**src/rtl/cnt169_pkg.sv**
```systemverilog
// cnt169_pkg: shared types and constants for the cnt169 sequencing controller
package cnt169_pkg;

   typedef enum logic [1:0] {IDLE, LOAD, RUN, DONE} state_e;

   localparam int CNT_W = 4;

   localparam logic [CNT_W-1:0] TERM_ONES = '1;
   localparam logic [CNT_W-1:0] TERM_ZERO = '0;

endpackage

```
**src/rtl/cnt169_term_det.sv**
```systemverilog
// cnt169_term_det: full-width terminal-count compare, all-ones when counting up, zero when counting down
module cnt169_term_det
   import cnt169_pkg::*;
#(
   parameter int W = CNT_W
) (
   input  logic [W-1:0] count_i,
   input  logic         dir_i,
   output logic         term_hit_o
);

   // replicating dir yields all-ones for up and zero for down
   always_comb term_hit_o = (count_i == {W{dir_i}});

endmodule

```
**src/rtl/cnt169_seq.sv**
```systemverilog
// cnt169_seq: load/run/halt sequencer for a 74169-style counter; CNT169_AUTO_RELOAD_EN selects periodic reload instead of one-shot
module cnt169_seq
   import cnt169_pkg::*;
#(
   parameter int WIDTH = CNT_W
) (
   input  logic             CLK,
   input  logic             RST,
   input  logic             start,
   input  logic             stop,
   input  logic [WIDTH-1:0] preset,
   input  logic             dir,
   input  logic [WIDTH-1:0] count_q,
   output logic [WIDTH-1:0] A,
   output logic             U_DB,
   output logic             ENPB,
   output logic             ENTB,
   output logic             LOADB,
   output logic             tick,
   output logic             busy,
   output logic             done
);

   state_e           state_q;
   logic [WIDTH-1:0] preset_q;
   logic             dir_q;
   logic             tick_q;
   logic             term_hit;

   cnt169_term_det #(.W(WIDTH)) u_term (
      .count_i    (count_q),
      .dir_i      (dir_q),
      .term_hit_o (term_hit)
   );

   // sequencer: stop beats start, start is only accepted from IDLE or DONE
   always_ff @(posedge CLK) begin
      if (RST) begin
         state_q  <= IDLE;
         preset_q <= WIDTH'(TERM_ZERO);
         dir_q    <= 1'b1;
         tick_q   <= 1'b0;
      end else begin
         tick_q <= 1'b0;
         if (stop) state_q <= IDLE;
         else case (state_q)
            IDLE, DONE: if (start) begin
               preset_q <= preset;
               dir_q    <= dir;
               state_q  <= LOAD;
            end
            LOAD: state_q <= RUN;
            RUN: if (term_hit) begin
               tick_q <= 1'b1;
`ifdef CNT169_AUTO_RELOAD_EN
               state_q <= LOAD;
`else
               state_q <= DONE;
`endif
            end
            default: state_q <= IDLE;
         endcase
      end
   end

   // enables drop combinationally on the terminal value so the counter never wraps
   always_comb begin
      A     = preset_q;
      U_DB  = dir_q;
      LOADB = (state_q != LOAD);
      ENPB  = (state_q != RUN) || term_hit;
      ENTB  = ENPB;
      tick  = tick_q;
      busy  = (state_q == LOAD) || (state_q == RUN);
      done  = (state_q == DONE);
   end

endmodule

```
**config.mk**
```make
export PLATFORM = sky130hd
export DESIGN_NAME = cnt169_seq
export DESIGN_NICKNAME = d
export VERILOG_FILES = /design/src/rtl/cnt169_pkg.sv /design/src/rtl/cnt169_term_det.sv /design/src/rtl/cnt169_seq.sv
export SDC_FILE = /design/constraint.sdc
export NUM_CORES = 1
export LEC_CHECK = 0
export ABC_CLOCK_PERIOD_IN_PS = 1650
export BUFFER_PORTS_ARGS = -buffer_cell sky130_fd_sc_hd__buf_2
export CORE_AREA = 2 2 39 41
export CTS_BUF_LIST = sky130_fd_sc_hd__clkbuf_2
export DETAILED_ROUTE_END_ITERATION = 8
export DIE_AREA = 0 0 41 43
export GPL_ROUTABILITY_DRIVEN = 0
export PLACE_DENSITY = 0.57
export SLEW_MARGIN = 20
export SYNTH_ARGS = -nofsm -noshare
export SYNTH_HDL_FRONTEND = slang
export SYNTH_SLANG_ARGS = --single-unit
```
**constraint.sdc**
```tcl
create_clock -name CLK -period 1.65 [get_ports CLK]
set_input_delay 0.165 -clock CLK [delete_from_list [all_inputs] [get_ports CLK]]
set_output_delay 0.165 -clock CLK [all_outputs]
set_load 0.02 [all_outputs]
```
==> results of run 1 <==
## cell type report
type / instances / area, sq um
Fill cell: 151 / 826
Multi-Input combinational cell: 29 / 229
Sequential cell: 8 / 160
Timing Repair Buffer: 23 / 115
Tap cell: 16 / 20.0
Inverter: 5 / 18.8
Clock buffer: 3 / 15.0
## stage by stage
stage	std cells	setup slack [ns]
2_1_floorplan	43	0.189
3_3_place_gp	81	0.208
3_5_place_dp	81	0.183
4_1_cts	84	0.0797
5_1_grt	84	0.0449
6_report	84	0.105
## layer usage
metal | vias to the layer above | part of all wire [%] | wire length (um)
met2 | 10 | 51 | 402
met1 | 161 | 43 | 337
li1 | 194 | - | -
met3 | 0 | 5.5 | 43
met5 | - | 0 | 0
met4 | 0 | 0 | 0
## sequential cells by signal, summed over array words and instances (netlist names)
name / count
tick: 1
A: 4
state_q: 2
U_DB: 1
## power by group through the flow
stage                     logic (mW)  registers, mW  clock network [mW]
final                          0.100          0.210               0.115
after global routing           0.111          0.212               0.130
after CTS                      0.102          0.210               0.123
after detailed placement       0.101          0.215                   0
after global placement         0.101          0.215                   0
after floorplan               0.0568          0.224                   0
## critical path, stage by stage (launching register included)
cell	delay (ns)
dfxtp_1	0.33
or3_4	0.41
o221ai_4	0.20
buf_2	0.21
## cells by family (layout without fill, tap and decap cells)
kind of cell / after synthesis / in the layout / synth area share (%)
buffers and inverters: 6 / 31 / 6.33
adders and majority gates: 3 / 3 / 9.04
DFF: 8 / 8 / 38.6
muxes: 5 / 5 / 12.0
and+or+nand+nor: 15 / 15 / 18.7
AOI/OAI and AO/OA: 6 / 6 / 15.4
## cells in the mapped netlist
library cell / count
ha_1: 3
buf_4: 1
a211o_2: 1
o22ai_1: 1
o221ai_4: 1
o21a_1: 1
nand2_1: 3
nand3_1: 1
and3_1: 1
a21oi_1: 1
mux2i_1: 5
o21ai_2: 1
dfxtp_1: 8
or3_4: 1
inv_1: 5
and2_2: 1
nor2_1: 6
nand3b_1: 1
or2_2: 1
## cell usage in the layout (no fill, tap or decap)
| cell type | instances |
|---|---|
| a211o_2 | 1 |
| nor2_1 | 6 |
| nand3_1 | 1 |
| mux2i_1 | 5 |
| clkbuf_2 | 3 |
| nand2_1 | 3 |
| or3_4 | 1 |
| dfxtp_1 | 8 |
| or2_2 | 1 |
| o221ai_4 | 1 |
| o21ai_2 | 1 |
| and2_2 | 1 |
| nand3b_1 | 1 |
| inv_1 | 5 |
| a21oi_1 | 1 |
| buf_2 | 23 |
| o22ai_1 | 1 |
| and3_1 | 1 |
| ha_1 | 3 |
| o21a_1 | 1 |
## worst paths after layout
path / cells after the start / startpoint / to
setup / recovery: 3 / U_DB$_SDFFE_PP1P_ / ENPB
setup reg to reg: 5 / state_q[0]$_SDFFE_PP0P_ / U_DB$_SDFFE_PP1P_
hold / removal: 3 / preset[1] / A[1]$_SDFFE_PP0P_
hold reg to reg: 2 / state_q[0]$_SDFFE_PP0P_ / state_q[0]$_SDFFE_PP0P_
==> results_dict.tcl, run 1 <==
set metrics [dict create \
    worstSetupStartpointType "flip-flop" \
    post_drt_wl_per_cell_um 9.32 \
    syn-num-nets 59 \
    use_met1_pct 9.42 \
    grtUsageMet3_pct 3.14 \
    avgSynthCellArea_sq_um 9.66 \
    critPathKind "reg -> out" \
    finalHoldViolations 0 \
    ant_nets 0 \
    overflow 0 \
    sw_frac_of_total_pct 30.3 \
    r2r_slack_ns 0.18 \
    min_period_ns 1.55 \
    arrival_ns 1.38 \
    numPortBuffers 23 \
    clkLatencyLatePin_ns 0.23 \
    finClkSkew_ns 0.000706 \
    synth_warnings 0 \
    synth_top_area_share_pct 38.6 \
    grt_start_max_net_pins 7 \
    ys_ff_latch 8 \
    p_comb_share_pct 23.5 \
    cts.sinks 8 \
    cts.repair.resized 0 \
    min_path_type "in -> reg" \
    cp_max_fo 5 \
    synth_top_cell_by_area "dfxtp_1" \
    dr.pass1.iters 4 \
    clock.fmax_mhz 647 \
    relSlewSlack_pct 78.7 \
    drive_gt1_share_pct 47.1 \
    die_x_um 41 \
    io_pins 24 \
    clockBufferDepth 2 \
    utilization_pct 40.3 \
    required_ns 1.48 \
    routed_wl_um 783 \
    antenna_found_initial 0 \
    grt_pass1_vias 307 \
    path_clk_slew_ns 0.08 \
    core_area_sq_um 1380 \
    cts_setup_buffers 0 \
    top_usage_layer "met2" \
    drv_cap 0 \
    irDropWorstVdd_uv 365 \
    diodes 0 \
    post_drt_via_cell_ratio 4.35 \
    fin_setup_tns_ns 0 \
    syn_inst 43 \
    die_y_um 43 \
    total_power_mw 0.426 \
    grt_pass1_wl_um 1100 \
    period_share_pct 93.6 \
    cts-root-buf "clkbuf_2" \
    htreeDepth 1 \
    intPower_mw 0.297 \
    ys_top_cells_by_area "dfxtp_1 39%, mux2i_1 12%, ha_1 9.0%, o221ai_4 6.3%, nor2_1 5.4%" \
    rows 14 \
    seqPwrFrac_pct 49.4 \
    hpwl_um 652 \
    grt_usage_pct 9.87 \
    initial_core_util_pct 30.0 \
    power_switching_mw 0.129 \
    syn2layout_area_growth_pct 34.3 \
    drt-initial-drc-count 8 \
    nets 86 \
    die_area_sq_um 1760 \
    placed_cell_area_sq_um 543 \
    numCtsBuffers 3 \
    vias 365 \
    final_area_sq_um 558 \
    leakagePower_nw 0.301 \
    seq_area_frac_synth_pct 38.6 \
    worst_slew_pin_slew_ns 0.318 \
    p_per_area_nw_per_um2 763 \
    met2_usage_pct 15.0 \
    drv_slew 0 \
    cts_tree "done" \
    status "complete, no violations" \
    drc 0 \
    fin_hold_ws_ns 0.166 \
    endpoint_kind "output pin" \
    yosysUniqueCellTypes 19 \
    netlist_area_sq_um 415 \
    pwr-share-clk_pct 27.1 \
    setup_violations 0 \
    holdBufCountCts 0 \
    rsz0062_at_grt "false" \
]
(Power assumes the default switching activity.)
==> run 2, diff against run 1 <==
Settings changed: ABC_CLOCK_PERIOD_IN_PS 1650 to 1500.
Clock period 1.65 ns to 1.5 ns, I/O delays scaled along.
==> results_dict.tcl, run 2 (synthesis gave the netlist of run 1 again) <==
set metrics [dict create \
    status "complete, no violations" \
    setup_violations 0 \
    crit_slowest_cell "or3_4" \
    arrival_ns 1.30 \
    finalHoldViolations 0 \
    final.setup.worst_slack_ns 0.0519 \
    finClkSkew_ns 0.00929 \
    leakagePower_nw 0.321 \
    utilization_pct 43.0 \
    core_area_sq_um 1380 \
    vias 395 \
    ant_nets 0 \
    drv_slew 0 \
    clockBufferDepth 2 \
    diodes 0 \
    final-seq-area_sq_um 163 \
    post_drt_via_cell_ratio 4.54 \
    nFillCells 143 \
    worst_slew_pin_slew_ns 0.254 \
    cp_cell_sequence "or3_4, o221ai_4, buf_6" \
    clkLatencyLatePin_ns 0.25 \
    grt_pass1_vias 338 \
    path_buf_inv 1 \
    period_share_pct 96.5 \
    drc 0 \
    critPathKind "reg -> out" \
    crit_cells 3 \
    cp_max_fo 3 \
    holdBufCountCts 0 \
    fin_hold_ws_ns 0.134 \
    relSlewSlack_pct 83.0 \
    rows 14 \
    irDropWorstVdd_uv 302 \
    reg2regPathDepth 5 \
    endpoint_kind "output pin" \
    cts.sinks 8 \
    multi_input_area_sq_um 229 \
    nets 89 \
    dp_slack_ns 0.153 \
    layout.cells.most_common "buf_2" \
    initial_core_util_pct 30.0 \
    drive_gt1_share_pct 52.1 \
    placed_cell_area_sq_um 551 \
    grt_usage_pct 10.9 \
    die_y_um 43 \
    numPortBuffers 23 \
    cts-root-buf "clkbuf_2" \
    min_path_type "in -> reg" \
    p_per_area_nw_per_um2 821 \
    worstSetupStartpointType "flip-flop" \
    io_pins 24 \
    clock.fmax_mhz 691 \
    numCtsBuffers 3 \
    max_stage_delay_ns 0.35 \
    routed_wl_um 841 \
    layout_common_cells "21 x buf_2, 6 x dfxtp_1, 6 x nor2_1" \
    drt-initial-drc-count 3 \
    syn2layout_area_growth_pct 43.4 \
    largest_reg_flops 4 \
    min_period_ns 1.45 \
    cp_top_family "simple AND/OR/NAND/NOR gates" \
    post_drt_wl_per_cell_um 9.67 \
    dr.pass1.iters 4 \
    htreeDepth 1 \
    required_ns 1.35 \
    fin_setup_tns_ns 0 \
    rsz0062_at_grt "false" \
    drv_cap 0 \
    overflow 0 \
    antenna_found_initial 0 \
    final_area_sq_um 596 \
    grt_pass1_wl_um 1230 \
    die_area_sq_um 1760 \
    grt_start_max_net_pins 7 \
    hold_path_depth 3 \
    cts_tree "done" \
    die_x_um 41 \
    path_clk_slew_ns 0.09 \
]
==> run 2: cell types whose count changed in the layout (fill, tap and decap cells not counted) <==
cell,previous run,this run
buf_4,0,3
dfxtp_2,0,2
buf_2,23,21
dfxtp_1,8,6
buf_6,0,2
==> run 2: worst paths after layout <==
check | start | to | slack, ns
worst max-delay path | U_DB$_SDFFE_PP1P_ | ENPB | 0.05
worst min-delay path | preset[3] | A[3]$_SDFFE_PP0P_ | 0.13
worst min register to register | state_q[0]$_SDFFE_PP0P_ | state_q[0]$_SDFFE_PP0P_ | 0.49
worst max register to register | U_DB$_SDFFE_PP1P_ | state_q[1]$_SDFFE_PP0P_ | 0.11
==> run 2: what timing repair did <==
| action | 4_1_cts | 5_1_grt |
|---|---|---|
| setup buffers | 2 | 0 |
| gates resized for setup | 5 | 1 |
| hold endpoints to repair | 0 | 0 |
| pin swaps | 2 | 0 |
| endpoints found under the setup margin | 2 | 2 |
==> run 2: per-stage QoR <==
stage	std cells	total power, mW
2_1_floorplan	43	0.308
3_3_place_gp	82	0.351
3_5_place_dp	82	0.351
4_1_cts	87	0.495
5_1_grt	87	0.513
6_report	87	0.489
==> run 2: final cells by class <==
cell class              count  area share (%)
inverters                   5            3.15
well taps                  16            3.36
clock buffers               3            2.52
multi-input cells          29            38.4
repair buffers             26            25.2
flip-flops and latches      8            27.3
==> run 2: report_power, final <==
group / internal (mW) / total [mW] / switching (mW)
sequential: 0.225 / 0.231 / 0.00668
clock: 0.0545 / 0.136 / 0.0819
combinational: 0.0567 / 0.121 / 0.0647
total: 0.336 / 0.489 / 0.153
==> run 2: tightest hold or removal path, delay by kind of cell <==
kind	cells	cell delay, ns
buffers and inverters	1	0.07
and+or+nand+nor	1	0.07
muxes	1	0.05
==> run 2: layer usage <==
layer | vias to the layer above | GRT usage (%) | routed length, um
met5 | - | 0 | 0
met4 | 0 | 12.0 | 31
met3 | 3 | 1.57 | 37
met2 | 13 | 17.5 | 448
met1 | 179 | 10.1 | 323
li1 | 200 | - | -
